--- src/rtl/item_mux_pkg.sv ---
// item_mux_pkg: shared defaults and FSM state encoding for item_mux_scan
package item_mux_pkg;
    localparam int WIDTH_DEF = 63;
    localparam int N_DEF = 12;
    localparam logic [1:0] ST_IDLE = 2'd0;
    localparam logic [1:0] ST_HOLD = 2'd1;
    localparam logic [1:0] ST_SCAN = 2'd2;
    typedef enum logic [1:0] {IDLE = ST_IDLE, HOLD = ST_HOLD, SCAN = ST_SCAN} state_e;
endpackage

--- src/rtl/item_mux_scan_ctr.sv ---
// item_mux_scan_ctr: dwell counter with a wrapping record index for scan mode
module item_mux_scan_ctr
    import item_mux_pkg::*;
#(
    parameter int N = N_DEF,
    parameter int SEL_W = 4,
    parameter int DWELL = 4
) (
    input  logic             clk,
    input  logic             rst_n,
    input  logic             clear,
    input  logic             enable,
    output logic [SEL_W-1:0] idx,
    output logic             step
);
    localparam int CW = DWELL > 1 ? $clog2(DWELL) : 1;
    logic [CW-1:0] cnt;
    assign step = enable && cnt == CW'(DWELL - 1);
    // count dwell cycles on the current index; advance and wrap when the dwell expires
    always_ff @(posedge clk) begin
        if (!rst_n || clear) begin
            cnt <= '0;
            idx <= '0;
        end else if (enable) begin
            cnt <= step ? '0 : cnt + 1'b1;
            if (step) idx <= idx == SEL_W'(N - 1) ? '0 : idx + 1'b1;
        end
    end
endmodule

--- src/rtl/item_mux_scan.sv ---
// item_mux_scan: registered record selector with hold handshake and timed scan mode
module item_mux_scan
    import item_mux_pkg::*;
#(
    parameter int WIDTH = WIDTH_DEF,
    parameter int N = N_DEF,
    parameter int SEL_W = 4,
    parameter int DWELL = 4
) (
    input  logic               clk,
    input  logic               rst_n,
    input  logic [N*WIDTH-1:0] in_flat,
    input  logic [SEL_W-1:0]   sel,
    input  logic               sel_valid,
    input  logic               scan_en,
    input  logic               out_ready,
    output logic [WIDTH-1:0]   out_data,
    output logic [SEL_W-1:0]   out_idx,
    output logic               out_valid,
    output logic               sel_err
);
    localparam int EW = (2 ** SEL_W) * WIDTH;
    localparam logic [SEL_W:0] NL = (SEL_W + 1)'(N);
    state_e state, nst;
    logic [EW-1:0] ext;
    logic [SEL_W-1:0] ctr_idx, nxt, rd_idx;
    logic [WIDTH-1:0] rec;
    logic step, sel_ok, sel_bad, take, ctr_clr;
    assign ext = EW'(in_flat);
    assign sel_ok = sel_valid && {1'b0, sel} < NL;
    assign sel_bad = sel_valid && !sel_ok;
    assign take = sel_ok && (state != HOLD || out_ready);
    assign nxt = step ? (ctr_idx == SEL_W'(N - 1) ? '0 : ctr_idx + 1'b1) : ctr_idx;
    assign rd_idx = sel_ok ? sel : state == SCAN ? nxt : '0;
    assign rec = ext[32'(rd_idx) * WIDTH +: WIDTH];
    assign ctr_clr = state != SCAN || nst != SCAN;
    // next state: a valid request wins, HOLD waits for out_ready, scan runs while scan_en is high
    always_comb begin
        nst = take ? HOLD :
              state == IDLE ? (scan_en ? SCAN : IDLE) :
              state == HOLD ? (out_ready ? IDLE : HOLD) :
              (scan_en ? SCAN : IDLE);
    end
    item_mux_scan_ctr #(.N(N), .SEL_W(SEL_W), .DWELL(DWELL)) u_ctr (
        .clk(clk),
        .rst_n(rst_n),
        .clear(ctr_clr),
        .enable(state == SCAN),
        .idx(ctr_idx),
        .step(step)
    );
    // output registers: cleared in IDLE, frozen in HOLD, reloaded on a new request or every scan cycle
    always_ff @(posedge clk) begin
        if (!rst_n) begin
            state <= IDLE;
            out_data <= '0;
            out_idx <= '0;
            out_valid <= 1'b0;
            sel_err <= 1'b0;
        end else begin
            state <= nst;
            out_valid <= nst != IDLE;
            sel_err <= sel_bad;
            if (nst == IDLE) begin
                out_data <= '0;
                out_idx <= '0;
            end else if (take || nst == SCAN) begin
                out_data <= rec;
                out_idx <= rd_idx;
            end
        end
    end
endmodule

--- config.mk ---
export PLATFORM = sky130hd
export DESIGN_NAME = item_mux_scan
export DESIGN_NICKNAME = d
export VERILOG_FILES = /design/src/rtl/item_mux_pkg.sv /design/src/rtl/item_mux_scan_ctr.sv /design/src/rtl/item_mux_scan.sv
export SDC_FILE = /design/constraint.sdc
export NUM_CORES = 1
export LEC_CHECK = 0
export CAP_MARGIN = 0
export CORE_AREA = 2 2 326 328
export DETAILED_ROUTE_END_ITERATION = 10
export DIE_AREA = 0 0 328 330
export PLACE_DENSITY_LB_ADDON = 0.3
export SYNTH_ARGS = -nofsm -noshare
export SYNTH_HDL_FRONTEND = slang
export SYNTH_SLANG_ARGS = --single-unit
--- constraint.sdc ---
create_clock -name clk -period 3.5 [get_ports clk]
set_input_delay 0.525 -clock clk [delete_from_list [all_inputs] [get_ports clk]]
set_output_delay 0.525 -clock clk [all_outputs]
set_load 0.1 [all_outputs]
**After elaboration in Yosys (flattened, before gate mapping)**

Index checks and enable logic that the tools add are counted.

- Equal/unequal tests: 8
- Multiplexer cells: 10
- Bitwise logic cells: 1
- $mul: 1
- Reductions and logical operators: 14
- Magnitude comparators: 1
- $add $sub $neg: 2
- Shift-type cells: 1

Operator list:

| kind | count |
|---|---|
| $shiftx 1008x11->63 | 1 |
| $mux 4 | 4 |
| $mul 4x6->10 const B | 1 |
| $mux 2 | 5 |
| $eq 2x2->1 const B | 3 |
| $add 4x1->4 const B | 1 |
| $eq 4x4->1 const B | 1 |
| $logic_and 1x1->1 | 4 |
| $logic_not 2->1 | 2 |
| $logic_or 1x1->1 | 4 |
| $lt 4x4->1 const B | 1 |
| $ne 2x2->1 const B | 2 |
| $add 2x1->2 const B | 1 |
| $eq 2x1->1 const B | 1 |
| $logic_not 1->1 | 2 |
| $ne 2x1->1 const B | 1 |
| $reduce_bool 2->1 | 1 |
| $reduce_or 2->1 | 1 |
| $mux 1 | 1 |
| $not 1->1 | 1 |

- Input port bits: 765
- Flip-flop bits (word level): 77
- Output and inout port bits: 69
- Word-level logic and storage cells: 45

**Longest topological paths before layout**

- Word-level depth: 7
- Gate-level depth with buffers: 10
- Mapped depth without buffers: 7

**Cells and area by module**

A second synthesis with hierarchy kept.

- Cell total of the unflattened synthesis: 1,454
- Area, all modules: 10,413.7 um^2

By module, submodules not included:

| module | sequential area each (um^2) | cells an instance | area each (um^2) | instances |
|---|---|---|---|---|
| item_mux_scan | 1,421.4 | 1,421 | 10,128.5 | 1 |
| item_mux_scan_ctr | 120.1 | 33 | 285.3 | 1 |

**Worst setup path after synthesis**

No wires, ideal clock.

- Path kind: reg2reg
- From: reg u_ctr.cnt[0]
- To: reg out_data[0]
- Stages on the path, launching flop included: 10
- Period minus slack after synthesis: 2.099 ns
- Arrival: 1.979 ns
- Library setup time: 0.120 ns
- Path buffers: 2
- Required time: 3.380 ns
- Setup slack: 1.401 ns
- Path through: dfxtp_1 ha_1 nand3b_2 or4_4 a31oi_4 nor3b_1 buf_2 clkbuf_1 nand4_1 nand3_1

- Word-level cells in the longest chain between the ends: 7

Ends and longest elaborated chain:

| what | line | text |
|---|---|---|
| from (decl) | item_mux_scan_ctr.sv:17 | `logic [CW-1:0] cnt;` |
| from (signal assigned) | item_mux_scan_ctr.sv:25 | `cnt <= step ? '0 : cnt + 1'b1;` |
| $eq 2x2->1 | item_mux_scan_ctr.sv:18 | `assign step = enable && cnt == CW'(DWELL - 1);` |
| $logic_and 1x1->1 | item_mux_scan_ctr.sv:18 |  |
| $mux 4 | - |  |
| $mux 4 (2 in series) | item_mux_scan.sv:34 | `assign rd_idx = sel_ok ? sel : state == SCAN ? nxt : '0;` |
| $mul 4x6->10 | item_mux_scan.sv:35 | `assign rec = ext[32'(rd_idx) * WIDTH +: WIDTH];` |
| $shiftx 1008x11->63 | item_mux_scan.sv:35 |  |
| to (signal assigned) | item_mux_scan.sv:68 | `out_data <= rec;` |
| to (decl) | item_mux_scan.sv:17 | `output logic [WIDTH-1:0] out_data,` |

No other way between the ends.
A chain may end at the register's enable or synchronous reset.

**Worst setup path after layout**

- From: in sel_valid
- To: reg out_data[15]

- Word-level cells in the longest chain between the ends: 5
- Elaborated cells between the ends (all ways): 10
- Classes of those cells: mul (1); eq/ne (1); shift (1); mux (2); reduce/logical (5)

Ends and longest elaborated chain:

| what | line | text |
|---|---|---|
| from (decl) | item_mux_scan.sv:14 | `input logic sel_valid,` |
| $logic_and 1x1->1 (*) | item_mux_scan.sv:30 | `assign sel_ok = sel_valid && {1'b0, sel} < NL;` |
| branches (longest 4 deep; another with $mul 4x6->10) | - |  |

Mark *: on every way between the ends.

==> summary.txt <==
Clock period minus final worst setup slack -> 3.06 ns
Number of failing setup endpoints in the final timing report -> 0
Die extent in y -> 330 µm
Fraction of the yosys area taken by sequential cells -> 15.5%
Switching power share of the total -> 47.1%
Num CTS Buffers -> 9
Peak fanout along the critical path -> 59
FMAX -> 327 MHz
Worst setup skew after layout -> 0.00757 ns
Status -> complete, no violations
Unrepaired setup endpoints after global routing -> false
Detail-routed net length per standard cell -> 24.4 µm
Antenna Violating Nets Remaining -> 0
Worst hold start -> u_ctr.cnt[0]
Routed via count divided by cell count -> 4.25
Crit. End Element -> flop
Buffering stage count on the worst path with inverters included -> 3
Share of cells above drive strength 1 -> 7.76%
Count of standard-cell rows -> 119
Count of non-filler cells in the finished layout -> 3829
Number of distinct library cells after synthesis -> 47
Kind of cell with the highest combined delay on the critical path -> compound AO/OA/AOI/OAI gates
Cell depth of the worst flop-to-flop path -> 10
EDFF count, synth -> 0
Core Footprint -> 105000 µm²
Tightest Hold Check Type -> reg -> reg
Clock Latency Late Sink -> 0.41 ns
Startpoint of the lowest-slack register-to-register path -> u_ctr.cnt[0]
Library cell contributing the largest single delay on the critical path -> sky130_fd_sc_hd__o21ai_0
NumNets Final -> 3196
Critical path required time -> 3.84 ns
Post-synth design cell area -> 9940 µm²
Syn_nets -> 2419
DRC errors left -> 0
Clock transition at the register clock pins on the worst setup and hold paths after CTS -> 0.07 ns
Width of the chip -> 328 µm
Areal power density over the cells -> 258 nW/µm²
Synthesis-to-finish area growth -> 108%
Synthesis Warnings -> 0
Average footprint of a synthesized cell -> 6.02 µm²
Sequential power share -> 19.8%
Total count of max-transition violations in the final report -> 0
DP Wirelength -> 75.2 mm
Initial core utilization -> 9.49%
Critical Path Max Stage Delay -> 0.63 ns
Sink of the worst hold path -> u_ctr.cnt[0]
Post-place instance area -> 20400 µm²
Die Area -> 108000 µm²
Startpoint kind of the worst setup timing path -> input port
TritonCTS clock tree -> yes
Clock buffer depth -> 2
Largest net degree at the start of global routing -> 64
Endpoint of the most critical register-to-register path -> out_data[15]
Hold-fix buffers, CTS -> 0
Antenna violations before repair -> 15
Count of endpoints failing hold in the final timing report -> 0
Path type of the worst setup path -> in -> reg
Post-CTS setup repair buffer count -> 0
Share of the synthesized area in the top cell type -> 15.5%
Internal power consumption -> 2.81 mW
Worst endpoint data arrival time -> 3.40 ns
Cell breakdown of the critical path -> clkdlybuf4s50_1 -> a21boi_2 -> and2_4 -> buf_12 -> nor3_1 -> buf_4 -> o21ai_0 -> nand4_1 -> nand3_1
Setup total negative slack -> 0 ns
Count of maximum capacitance violations -> 0
Clock Root Buffer -> sky130_fd_sc_hd__clkbuf_16
Clk network pwr share -> 18.6%
Portion of total power attributed to combinational logic -> 61.6%
Instance count along the most critical hold path -> 1
Filler cell count -> 11949
Setup slack of the worst register-to-register path -> 0.54 ns
Cell count after placement -> 3809
H-tree depth reported by CTS -> 3
Port bufs -> 833
Commonest register cell after synthesis -> sky130_fd_sc_hd__dfxtp_1
Via count of the routed design -> 16258
Switching power -> 2.51 mW
Routed wire length -> 93.4 mm
Post-synth ARST share -> 0%
Via count of the first global-routing pass -> 16458
GRT Overall Usage -> 16.3%
Standby leakage power -> 7.52 nW
Biggest area consumer among synthesized cells -> sky130_fd_sc_hd__dfxtp_1
Post-layout instance area -> 20700 µm²
Relative max-transition margin -> 28.4%
Routability Congestion -> 0.911
Final worst-path cycle share -> 87.5%
Remaining Overflow, GRT -> 0
Cell count after synthesis -> 1652
Post-CTS Resized -> 0
Pin slew with the least headroom to its limit -> 1.07 ns
Worst vdd rail ir drop -> 0.176 mV
Pre-Repair DR Iteration Count -> 5
Sinks on Clock Net -> 77
Number of register bits inferred by synthesis -> 77
Top post-synthesis cells by area -> sky130_fd_sc_hd__dfxtp_1, sky130_fd_sc_hd__nand2_1, sky130_fd_sc_hd__nand3_1
Initial DRC count -> 1084
Boundary Pins -> 834
First-pass GRT wire length -> 126 mm
-- cell families (layout without fill, tap and decap cells) --
kind of cell / count (synthesis) / count (layout) / share of synthesized area, %
AO/OA/AOI/OAI: 458 / 458 / 28.6
XOR/XNOR: 1 / 1 / 0.0882
adder cells (fa/ha/maj): 2 / 2 / 0.252
buffers and inverters: 187 / 969 / 8.27
flip-flops: 77 / 77 / 15.5
multiplexers: 66 / 66 / 6.65
other: 0 / 4 / 0
AND/OR/NAND/NOR: 861 / 861 / 40.6
-- layout make-up --
cell class,count,area (µm²),area share (%)
Clock inverter,4,25.0,0.121
Sequential cell,77,1540,7.46
Clock buffer,12,236,1.14
Inverter,3,12.5,0.0605
Timing Repair Buffer,950,9450,45.7
Multi-Input combinational cell,1388,7650,37.0
Tap cell,1391,1740,8.42
Antenna cell,4,10.0,0.0484
-- metrics by stage --
stage / hold WS [ns] / worst slack [ns] / power (mW) / utilization (%)
2_1_floorplan: 0.408 / 1.40 / 2.59 / -
3_3_place_gp: 0.424 / 0.0352 / 4.37 / 19.5
3_5_place_dp: 0.423 / 0.0375 / 4.36 / 19.5
4_1_cts: 0.438 / 0.502 / 5.42 / 19.7
5_1_grt: 0.462 / 0.409 / 5.58 / 19.7
6_report: 0.433 / 0.439 / 5.32 / 19.7
-- synth_stat cells (all sizes together), types with 2 or more instances --
library cell  instances
nand2               384
a32oi                63
nor2                 11
clkbuf              100
and2                  4
inv                   3
nand2b                2
a21oi               127
dfxtp                77
ha                    2
a211oi                2
o21ai               128
nand4               128
a31oi                65
mux2i                66
nor3                 68
o21a                 63
and3                  2
nand3               253
buf                  84
-- sequential cells by signal, indices dropped and copies added (netlist names) --
signal	flops
u_ctr.idx	4
out_valid	1
state	2
out_idx	4
sel_err	1
out_data	63
u_ctr.cnt	2
-- layout by cell type (no fill, tap or decap), types with 2 or more instances in the layout --
| cell type | synthesis | routed |
|---|---|---|
| sky130_fd_sc_hd__nand2_4 | 0 | 2 |
| sky130_fd_sc_hd__and2_1 | 4 | 3 |
| sky130_fd_sc_hd__a31oi_1 | 64 | 64 |
| sky130_fd_sc_hd__clkinv_2 | 0 | 3 |
| sky130_fd_sc_hd__a211oi_1 | 2 | 2 |
| sky130_fd_sc_hd__nand4_1 | 128 | 128 |
| sky130_fd_sc_hd__clkbuf_1 | 99 | 3 |
| sky130_fd_sc_hd__nand3_1 | 253 | 253 |
| sky130_fd_sc_hd__dfxtp_1 | 77 | 77 |
| sky130_fd_sc_hd__clkinvlp_4 | 0 | 2 |
| sky130_fd_sc_hd__a21oi_1 | 127 | 127 |
| sky130_fd_sc_hd__inv_1 | 2 | 2 |
| sky130_fd_sc_hd__mux2i_1 | 66 | 66 |
| sky130_fd_sc_hd__diode_2 | 0 | 4 |
| sky130_fd_sc_hd__buf_12 | 0 | 26 |
| sky130_fd_sc_hd__nor3_1 | 67 | 67 |
| sky130_fd_sc_hd__o21ai_1 | 2 | 2 |
| sky130_fd_sc_hd__ha_1 | 2 | 2 |
| sky130_fd_sc_hd__nand2b_1 | 2 | 2 |
| sky130_fd_sc_hd__clkdlybuf4s50_1 | 0 | 796 |
| sky130_fd_sc_hd__clkbuf_16 | 0 | 9 |
| sky130_fd_sc_hd__o21a_1 | 63 | 62 |
| sky130_fd_sc_hd__nor2_1 | 11 | 10 |
| sky130_fd_sc_hd__buf_4 | 10 | 128 |
| sky130_fd_sc_hd__o21ai_0 | 126 | 126 |
| sky130_fd_sc_hd__and3_1 | 2 | 2 |
| sky130_fd_sc_hd__nand2_1 | 384 | 382 |
| sky130_fd_sc_hd__a32oi_1 | 63 | 63 |
-- power groups by stage --
stage | Combinational, mW | Clock, mW | Sequential (mW)
floorplan | 0.850 | 0 | 1.74
global placement | 3.30 | 0 | 1.07
detailed placement | 3.29 | 0 | 1.07
CTS | 3.30 | 1.07 | 1.05
global route | 3.45 | 1.07 | 1.06
finish | 3.28 | 0.992 | 1.05
-- how the worst max path moves through the flow --
stage	slack, ns	cells past startpoint	startpoint	to
after floorplan	1.40	9	u_ctr.cnt[0]	out_data[0]
after global placement	0.04	9	sel_valid	out_data[49]
after detailed placement	0.04	9	sel_valid	out_data[49]
after CTS	0.50	9	sel_valid	out_data[49]
after global routing	0.41	9	sel_valid	out_data[49]
final	0.44	9	sel_valid	out_data[15]
-- routing by layer --
| layer | share of wire (%) | up-vias | routed length [µm] | track usage, % |
|---|---|---|---|---|
| li1 | - | 7687 | - | - |
| met1 | 42 | 7784 | 39200 | 20.3 |
| met2 | 49 | 708 | 45400 | 28.1 |
| met3 | 7.2 | 69 | 6690 | 3.84 |
| met4 | 2.1 | 10 | 1970 | 4.33 |
| met5 | 0.061 | - | 57 | 0 |
Note: power is estimated with default switching activity, not from simulation.
